**config.mk**
```make
export PLATFORM = sky130hd
export DESIGN_NAME = game_board_ctrl
export DESIGN_NICKNAME = d
export VERILOG_FILES = /design/src/rtl/game_board_ctrl.sv
export SDC_FILE = /design/constraint.sdc
export NUM_CORES = 1
export LEC_CHECK = 0
export ABC_CLOCK_PERIOD_IN_PS = 4720
export CAP_MARGIN = 20
export CORE_MARGIN = 4
export CORE_UTILIZATION = 45
export CTS_CLUSTER_SIZE = 30
export DETAILED_ROUTE_END_ITERATION = 8
export GPL_ROUTABILITY_DRIVEN = 0
export GPL_TIMING_DRIVEN = 0
export PLACE_DENSITY = 0.67
export SYNTH_ARGS = -nofsm -noshare
export SYNTH_HDL_FRONTEND = slang
export SYNTH_SLANG_ARGS = --single-unit
```
**constraint.sdc**
```tcl
create_clock -name clk -period 4.72 [get_ports clk]
set_clock_uncertainty 0.2 [all_clocks]
set_input_delay 0.944 -clock clk [delete_from_list [all_inputs] [get_ports clk]]
set_output_delay 0.944 -clock clk [all_outputs]
set_load 0.1 [all_outputs]
```
**src/rtl/game_board_ctrl.sv**
```systemverilog
// Game-flow controller for the board-grid overlay: IDLE/SETUP/PLAY/DONE sequencing,
// board size selection, frame-synchronised cursor with auto-repeat and cell-write strobe.
module game_board_ctrl #(
    parameter int MIN_SIZE      = 2,
    parameter int MAX_SIZE      = 4,
    parameter int DEFAULT_SIZE  = 3,
    parameter int REPEAT_FRAMES = 8,
    parameter int DONE_FRAMES   = 120
) (
    input  logic       clk,
    input  logic       rst_n,
    input  logic       vblnk,
    input  logic       start_pulse,
    input  logic       confirm_pulse,
    input  logic       key_up,
    input  logic       key_down,
    input  logic       key_left,
    input  logic       key_right,
    input  logic       game_over,
    output logic       is_game_on,
    output logic [2:0] board_size,
    output logic [3:0] cursor_x,
    output logic [3:0] cursor_y,
    output logic       cell_write,
    output logic [3:0] cell_x,
    output logic [3:0] cell_y,
    output logic [1:0] state
);

    // state | meaning
    // IDLE  | overlay off, waiting for start
    // SETUP | board size selection with left/right
    // PLAY  | cursor movement and cell placement
    // DONE  | end-of-game hold, timed return to IDLE
    typedef enum logic [1:0] {
        IDLE  = 2'b00,
        SETUP = 2'b01,
        PLAY  = 2'b10,
        DONE  = 2'b11
    } state_t;

    typedef enum logic [1:0] {
        DIR_UP    = 2'b00,
        DIR_DOWN  = 2'b01,
        DIR_LEFT  = 2'b10,
        DIR_RIGHT = 2'b11
    } dir_t;

    localparam int RPT_W  = $clog2(REPEAT_FRAMES + 1);
    localparam int DONE_W = $clog2(DONE_FRAMES + 1);

    state_t            state_q, state_d;
    logic              is_game_on_q, is_game_on_d;
    logic [2:0]        size_q, size_d;
    logic [3:0]        cur_x_q, cur_x_d;
    logic [3:0]        cur_y_q, cur_y_d;
    logic              cell_write_q, cell_write_d;
    logic [3:0]        cell_x_q, cell_x_d;
    logic [3:0]        cell_y_q, cell_y_d;
    logic [RPT_W-1:0]  rpt_q, rpt_d;
    logic [DONE_W-1:0] done_q, done_d;
    logic              vblnk_q, vblnk_d;
    logic              tick_q, tick_d;
    dir_t              dir_q, dir_d;
    logic              dir_vld_q, dir_vld_d;

    logic              any_key;
    dir_t              cur_dir;
    logic              do_move;
    logic [4:0]        n_cells;
    logic [4:0]        last_cell;
    logic [RPT_W-1:0]  rpt_inc;
    logic [DONE_W-1:0] done_inc;

    assign n_cells   = {2'b00, size_q} * {2'b00, size_q};
    assign last_cell = n_cells - 5'd1;
    assign rpt_inc   = rpt_q + RPT_W'(1);
    assign done_inc  = done_q + DONE_W'(1);
    assign any_key   = key_up | key_down | key_left | key_right;

    always_comb begin
        cur_dir = DIR_RIGHT;
        if (key_up)        cur_dir = DIR_UP;
        else if (key_down) cur_dir = DIR_DOWN;
        else if (key_left) cur_dir = DIR_LEFT;
    end

    always_comb begin
        state_d      = state_q;
        size_d       = size_q;
        cur_x_d      = cur_x_q;
        cur_y_d      = cur_y_q;
        cell_write_d = 1'b0;
        cell_x_d     = cell_x_q;
        cell_y_d     = cell_y_q;
        rpt_d        = rpt_q;
        done_d       = done_q;
        dir_d        = dir_q;
        dir_vld_d    = dir_vld_q;
        vblnk_d      = vblnk;
        tick_d       = vblnk & ~vblnk_q;
        do_move      = 1'b0;

        case (state_q)
            IDLE: begin
                if (start_pulse) state_d = SETUP;
            end
            SETUP: begin
                if (tick_q) begin
                    if (key_right && !key_left && (size_q < 3'(MAX_SIZE)))
                        size_d = size_q + 3'd1;
                    else if (key_left && !key_right && (size_q > 3'(MIN_SIZE)))
                        size_d = size_q - 3'd1;
                end
                if (confirm_pulse) begin
                    state_d   = PLAY;
                    cur_x_d   = 4'd0;
                    cur_y_d   = 4'd0;
                    rpt_d     = '0;
                    dir_vld_d = 1'b0;
                end
            end
            PLAY: begin
                if (confirm_pulse) begin
                    cell_write_d = 1'b1;
                    cell_x_d     = cur_x_q;
                    cell_y_d     = cur_y_q;
                end
                // Key state is only evaluated on frame ticks, so a tap must span a tick.
                if (tick_q && !game_over) begin
                    if (!any_key) begin
                        rpt_d     = '0;
                        dir_vld_d = 1'b0;
                    end else if (!dir_vld_q || (cur_dir != dir_q)) begin
                        do_move   = 1'b1;
                        rpt_d     = '0;
                        dir_d     = cur_dir;
                        dir_vld_d = 1'b1;
                    end else if (rpt_inc == RPT_W'(REPEAT_FRAMES)) begin
                        do_move = 1'b1;
                        rpt_d   = '0;
                    end else begin
                        rpt_d = rpt_inc;
                    end
                end
                if (game_over) begin
                    state_d = DONE;
                    done_d  = '0;
                end
            end
            DONE: begin
                if (start_pulse) begin
                    state_d = SETUP;
                    done_d  = '0;
                end else if (tick_q) begin
                    if (done_inc == DONE_W'(DONE_FRAMES)) begin
                        state_d = IDLE;
                        done_d  = '0;
                    end else begin
                        done_d = done_inc;
                    end
                end
            end
            default: state_d = IDLE;
        endcase

        if (do_move) begin
            case (cur_dir)
                DIR_UP:    cur_y_d = (cur_y_q == 4'd0) ? last_cell[3:0] : cur_y_q - 4'd1;
                DIR_DOWN:  cur_y_d = ({1'b0, cur_y_q} == last_cell) ? 4'd0 : cur_y_q + 4'd1;
                DIR_LEFT:  cur_x_d = (cur_x_q == 4'd0) ? last_cell[3:0] : cur_x_q - 4'd1;
                DIR_RIGHT: cur_x_d = ({1'b0, cur_x_q} == last_cell) ? 4'd0 : cur_x_q + 4'd1;
                default:   ;
            endcase
        end

        is_game_on_d = (state_d != IDLE);
    end

    always_ff @(posedge clk or negedge rst_n) begin
        if (!rst_n) begin
            state_q      <= IDLE;
            is_game_on_q <= 1'b0;
            size_q       <= 3'(DEFAULT_SIZE);
            cur_x_q      <= 4'd0;
            cur_y_q      <= 4'd0;
            cell_write_q <= 1'b0;
            cell_x_q     <= 4'd0;
            cell_y_q     <= 4'd0;
            rpt_q        <= '0;
            done_q       <= '0;
            vblnk_q      <= 1'b0;
            tick_q       <= 1'b0;
            dir_q        <= DIR_UP;
            dir_vld_q    <= 1'b0;
        end else begin
            state_q      <= state_d;
            is_game_on_q <= is_game_on_d;
            size_q       <= size_d;
            cur_x_q      <= cur_x_d;
            cur_y_q      <= cur_y_d;
            cell_write_q <= cell_write_d;
            cell_x_q     <= cell_x_d;
            cell_y_q     <= cell_y_d;
            rpt_q        <= rpt_d;
            done_q       <= done_d;
            vblnk_q      <= vblnk_d;
            tick_q       <= tick_d;
            dir_q        <= dir_d;
            dir_vld_q    <= dir_vld_d;
        end
    end

    assign state      = state_q;
    assign is_game_on = is_game_on_q;
    assign board_size = size_q;
    assign cursor_x   = cur_x_q;
    assign cursor_y   = cur_y_q;
    assign cell_write = cell_write_q;
    assign cell_x     = cell_x_q;
    assign cell_y     = cell_y_q;

endmodule
```
# == Word level (Yosys, flattened, before mapping) ==
# Index checks and enable logic that the tools add are counted.
# op_classes
n_addsub,9
mul,1
order_cmp,2
eq_ne,16
n_mux,47
n_bitwise,5
n_reduce_logical,24
# ops
op,count
$mux W4,15
$mux W7,4
$pmux W4 S2,3
$mux W2,8
$pmux W7 S2,1
$add A4 B1 Y4 const B,3
$mux W1,12
$eq A4 B5 Y1,2
$reduce_and A3 Y1,3
$eq A2 B2 Y1 const B,4
$logic_not A4 Y1,2
$pmux W2 S4,1
$reduce_and A4 Y1,2
$reduce_bool A2 Y1,4
$sub A4 B1 Y4 const B,2
$add A7 B1 Y7 const B,1
$eq A7 B7 Y1 const B,1
$mux W3,2
$ne A2 B2 Y1 const B,3
$ne A3 B3 Y1 const B,2
$logic_and A1 B1 Y1,5
$mul A3 B3 Y5,1
$sub A5 B1 Y5 const B,1
$eq A2 B1 Y1 const B,2
14 further kinds,20
# totals
regBits,39
input_bits,10
out_inout_bits,23
word_cells,118

# == Longest topological paths before layout ==
# Gate-level depths: netlist of run 1.
# depth
word_depth,10
depth_mapped,9
depth_no_buf,8

# == Worst setup path after synthesis of run 1 ==
# No wires, ideal clock.
# synth_timing
kind,flip-flop to flip-flop
start,reg size_q[0] (netlist: board_size[0])
end,reg cur_y_q[3] (netlist: cursor_y[3])
setup_time_ns,0.074
t_arrival_ns,2.766
required_time_ns,4.446
setup_slack_ns,1.680
stages_incl_launch_ff,10
n_path_buf,1
period_less_slack_ns,3.040
cell_sequence,dfstp_2 -> buf_4 -> a21oi_1 -> ha_1 -> mux2_4 -> o31ai_4 -> nor3_2 -> a2111oi_4 -> nor3_2 -> o21ai_2
# synth_via
elab_chain_len,6
elab_cells_between_ends,7
cone_classes,add/sub (1); mul (1); eq/ne (1); mux (4)
# synth_rtl
element,line,source
from (decl),54,"logic [2:0] size_q, size_d;"
from (signal assigned),184,size_q <= 3'(DEFAULT_SIZE);
from (signal assigned),199,size_q <= size_d;
$mul A3 B3 Y5 (*),75,"assign n_cells = {2'b00, size_q} * {2'b00, size_q};"
$sub A5 B1 Y5 (*),76,assign last_cell = n_cells - 5'd1;
$eq A4 B5 Y1,170,"DIR_DOWN: cur_y_d = ({1'b0, cur_y_q} == last_cell) ? 4'd0 : cur_y_q + 4'd1;"
$mux W4,170,
$pmux W4 S2 (*),168,case (cur_dir)
$mux W4 (*),167,if (do_move) begin
named net cur_y_d[3],56,"logic [3:0] cur_y_q, cur_y_d;"
to (signal assigned),201,cur_y_q <= cur_y_d;
to (decl),56,
# Mark *: on every way through the listed nets, which the timed path passes. The rest lies on a longest branch.
# A chain may end at the register's enable or synchronous reset.

# == Worst setup path in the final report of run 1 ==
# layout_timing
start,reg size_q[0] (netlist: board_size[0])
end,out board_size[0]
# layout_lines
element,line,source
to (decl),21,"output logic [2:0] board_size,"
# No word-level cell between the ends.

==> summary.md, run 1 <==
The flow ran to the end, and the final reports show no timing, DRC or antenna violations. The placed wire-length estimate after detailed placement was 3880 µm. For the iteration-0 DRC count of the detailed router, the log shows 52. The final number of max-transition violations is 0, and the initial standard-cell utilization of the core is 47.5%. The primary flip-flop cell chosen by synthesis mapping was sky130_fd_sc_hd__dfrtp_1. The count of warnings emitted by yosys was 0; the antenna diode count was 0. Dividing the detail-routed via count by the number of cells gives 5.58. Path category of the worst min-delay check: reg2reg. The adder and majority gate portion of the synthesized area was 4.35%; the area of all sequential standard cells was 978 µm². The worst-skew pair later-pin latency came out at 290 ps. Number of buffer and inverter stages on the critical path: 1. When the netlist entered floorplanning its net count stood at 281. Setup violations remaining at the end of the flow were counted as 0. The tools report the leakage dissipation as 1.25 nW. The area growth from synthesis to layout was 21.8%. In this run the tightest slew margin relative to its limit is 33.7%. The fraction of the mapped netlist area in compound gates was 22.5%. The die span in y is 82.1 µm, and the synthesized instance count is 263. Cell with the largest stage delay on the worst path: sky130_fd_sc_hd__clkdlybuf4s50_1.

The routed layout has 2082 vias. Summed over all layers, the global routing overflow is 0. Summed over all instances, the cell type with the most area after synthesis is sky130_fd_sc_hd__dfrtp_1. By area the synthesized netlist is led by sky130_fd_sc_hd__dfrtp_1 37%, sky130_fd_sc_hd__o21ai_0 4.9%, sky130_fd_sc_hd__nand2_1 3.6%. The critical path goes through clkdlybuf4s50_1. Static timing analysis puts the maximum clock frequency at 306 MHz. In this run, post-CTS repair resized a total of 0 instances.

The count of state elements after synthesis is 39, and the multi-input gate area in the final layout is 1420 µm². The run gives 2120 ps as the data arrival time at the worst-slack endpoint. The clock drives 39 sinks. For the pin with the worst max-slew slack, the measured transition is 991 ps.

The category of the worst setup path launch point is a flip-flop. The worst setup path is captured at an output port. Setup repair after global routing left no endpoint under its margin. The tools report the part of the power in combinational logic as 53.3%. Once placement finished, the instance area stood at 2880 µm².

The tools report the master cell of the clock root buffer as sky130_fd_sc_hd__clkbuf_8. The share of the synthesized area in the top cell type was 37.4%; the total chip power was 1.73 mW. The maximum vdd ir drop is 0.335 mV. For this design, the CTS-stage hold fixing added 0 buffers. The largest single stage delay on the critical path is 1170 ps. The total wire length after detailed routing was 5340 µm.

In the final routed layout, each cell accounts on average for 14.3 µm. The total negative slack was 0 ps; the highest fanout seen on the critical path was 8. The switching power share of the total is 47.8%. Entering global routing, the biggest net connects 40 pins. The clock passes through at most 2 buffers. Before antenna repair, the detailed router went through 4 iterations. The all-layer global routing usage is 17.4%. The tools report the H-tree level count as 2. Grouping stages by cell kind, the critical path spends the most delay in buffers and inverters.

Post-route standard cell area excluding fillers: 3010 µm². The floorplan step set the die width to 82.1 µm. The minimum period implied by the final worst setup slack works out to 3260 ps. After synthesis, the share of flip-flops with an asynchronous set or reset is 100%. The synthesized design contains 0 enable-type register cells.

At the worst endpoint, the required time is 3580 ps. The floorplan die area came out at 6740 µm². The clock-pin slew of the registers on the worst-case setup and hold paths was 80 ps. The logs give 33 for the top-level I/O count and 63 for the number of distinct library cells after synthesis. The power per cell area is 573 nW/µm². Sequential-to-total area share from yosys stat: 39.6%. Number of hold violations in the final report: 0.

The top cell types in the final layout, fill and taps aside, are 37 x sky130_fd_sc_hd__dfrtp_1, 31 x sky130_fd_sc_hd__clkdlybuf4s50_1, 24 x sky130_fd_sc_hd__o21ai_0, 24 x sky130_fd_sc_hd__nand2_1, 17 x sky130_fd_sc_hd__a21oi_1. After the last flow step, the layout net total stands at 320. Max-cap violations in this run came to 0. Per report_power, the clock group accounts for 19.3% of the total. In this run the standard cell core region covers 5200 µm². The post-route netlist has 14.2% of its cells at a drive strength greater than 1. The number of remaining DRC errors was 0. The first global-routing pass estimated 8960 µm of wire. The internal power summed over all cells came out at 900 µW. By area, the combinational part of the netlist is dominated by simple AND/OR/NAND/NOR gates.

The portion of the clock cycle consumed by the worst path in the final layout came out at 69.2%. Per report_power, the sequential group accounts for 27.4% of the total. Fill cells in the final layout number 488. For the cell area after synthesis, the log shows 2470 µm².

After synthesis, the mean cell area works out to 9.40 µm². The number of antenna violations at the first check in global routing came out at 0. The worst setup path is of the reg2out kind. Leaving out fill and tap cells, the most frequent cell in the layout is sky130_fd_sc_hd__dfrtp_1. The tools report the number of setup buffers added after CTS as 0. TritonCTS built the clock tree. During placement, the flow inserted port buffers numbering 32. The simple logic cell fraction of the synthesized area was 23.0%; the number of buffers created by CTS was 5.

The net load switching power was 825 µW; the post-route worst hold slack was 197 ps. The multiplexer area fraction after synthesis was 3.34%; the xor-xnor portion of the synthesized cell area was 4.20%. The number of global-route vias before repair is 1999, and the cell row count is 26. For the post-route antenna net violation count, the log shows 0.
through the flow:
stage	util, %	instances	worst slack [ps]
floorplan	-	263	1680
global placement	55.3	365	1530
detailed placement	55.2	365	1630
CTS	57.9	373	1430
global route	57.9	373	1390
finish	57.9	373	1460
power groups by stage:
stage               clock [mW]  sequential, mW  combinational (mW)
global route             0.356           0.484               0.990
finish                   0.333           0.473               0.919
global placement             0           0.478               0.915
floorplan                    0           0.771               0.433
detailed placement           0           0.480               0.921
CTS                      0.341           0.474               0.926
sequential cells by signal, summed over array words and instances (netlist names):
signal	count
state	2
is_game_on	1
cursor_y	4
dir_vld_q	1
rpt_q	4
cell_x	4
vblnk_q	1
done_q	7
board_size	3
dir_q	2
cell_y	4
tick_q	1
cell_write	1
cursor_x	4
worst register-to-register path: stages, from the launching register on:
cell and delay, ps:
sky130_fd_sc_hd__dfstp_2 650, sky130_fd_sc_hd__buf_4 220, sky130_fd_sc_hd__a21oi_1 80, sky130_fd_sc_hd__ha_1 370, sky130_fd_sc_hd__mux2_4 290, sky130_fd_sc_hd__o31ai_4 220, sky130_fd_sc_hd__nor3_2 110, sky130_fd_sc_hd__a2111oi_4 360
sky130_fd_sc_hd__nor3_2 90, sky130_fd_sc_hd__o21ai_2 110
cell usage after synthesis, drive strengths merged, types with 2 or more instances:
master   count
xor2         6
nand2       24
or2          2
nor3b        5
a31oi        5
o211ai       3
o31ai        2
buf          4
o21ai       28
nor2b        4
clkbuf       5
xnor2        5
nand3       14
a32oi        3
a211oi       2
dfrtp       37
and3         3
o21bai       3
nor4         3
nor2        13
o2111ai      2
inv          9
dfstp        2
nor3        10
ha           7
nand4        2
a22oi        3
and3b        3
mux2         7
a21oi       18
nand3b       2
nand2b       8
a22o         2
cell families (layout without fill, tap and decap cells):
kind of cell,after synthesis,in the layout
adder cells (fa/ha/maj),8,8
XOR/XNOR,11,11
AND/OR/NAND/NOR,99,99
flip-flops,39,39
AO/OA/AOI/OAI,81,81
buffers and inverters,18,58
multiplexers,7,7
path summary, 6_finish.rpt:
check	from	to	slack, ps	cells after the start
setup / recovery	board_size[0]	board_size[0]	1460	1
hold / removal	vblnk_q	tick_q	200	1
setup reg to reg	board_size[0]	cursor_y[3]	1950	9
hold reg to reg	vblnk_q	tick_q	200	1
max in group asynchronous	rst_n	tick_q	3220	1
min in group asynchronous	rst_n	cursor_y[0]	540	1
final cells by class:
cell class | instances | area share, %
Multi-Input combinational cell | 206 | 47.1
Sequential cell | 39 | 32.5
Timing Repair Buffer | 32 | 10.5
Tap cell | 70 | 2.91
Clock buffer | 5 | 2.29
Clock inverter | 3 | 2.24
Buffer | 9 | 1.37
Inverter | 9 | 1.12
per-layer routing:
| layer | track usage [%] | wire, µm | vias up |
|---|---|---|---|
| met3 | 3.58 | 258 | 4 |
| li1 | - | - | 1049 |
| met1 | 20.9 | 2420 | 986 |
| met4 | 6.81 | 40 | 0 |
| met5 | 0 | 0 | - |
| met2 | 30.4 | 2620 | 43 |
(Power assumes the default switching activity.)
==> inputs of run 2 (changes only) <==
--- a/config.mk
+++ b/config.mk
@@ -5,7 +5,7 @@
 export SDC_FILE = /design/constraint.sdc
 export NUM_CORES = 1
 export LEC_CHECK = 0
-export ABC_CLOCK_PERIOD_IN_PS = 4720
+export ABC_CLOCK_PERIOD_IN_PS = 3300
 export CAP_MARGIN = 20
 export CORE_MARGIN = 4
 export CORE_UTILIZATION = 45
==> constraint.sdc (replaced) <==
create_clock -name clk -period 3.3 [get_ports clk]
set_clock_uncertainty 0.2 [all_clocks]
set_input_delay 0.66 -clock clk [delete_from_list [all_inputs] [get_ports clk]]
set_output_delay 0.66 -clock clk [all_outputs]
set_load 0.1 [all_outputs]
==> results of run 2 <==
The final DEF is identical to that of run 1. Status: complete, no violations.
Among the figures that moved: setup slack after placement 1630 ps -> 498 ps; setup slack after layout 1460 ps -> 319 ps; register-to-register setup slack 1950 ps -> 530 ps; total power 1.73 mW -> 2.47 mW; worst IR drop on VDD 0.335 mV -> 0.479 mV
==> inputs of run 3 (changes only) <==
--- a/config.mk
+++ b/config.mk
@@ -9,9 +9,10 @@
 export CAP_MARGIN = 20
 export CORE_MARGIN = 4
 export CORE_UTILIZATION = 45
+export CTS_BUF_LIST = sky130_fd_sc_hd__clkbuf_8
 export CTS_CLUSTER_SIZE = 30
 export DETAILED_ROUTE_END_ITERATION = 8
-export GPL_ROUTABILITY_DRIVEN = 0
+export GPL_ROUTABILITY_DRIVEN = 1
 export GPL_TIMING_DRIVEN = 0
 export PLACE_DENSITY = 0.67
 export SYNTH_ARGS = -nofsm -noshare
==> results of run 3 <==
The final DEF is identical to that of run 1. Status: complete, no violations.
Among the figures that moved: setup slack after placement 1630 ps -> 498 ps; setup slack after layout 1460 ps -> 319 ps; register-to-register setup slack 1950 ps -> 530 ps; total power 1.73 mW -> 2.47 mW; worst IR drop on VDD 0.335 mV -> 0.479 mV
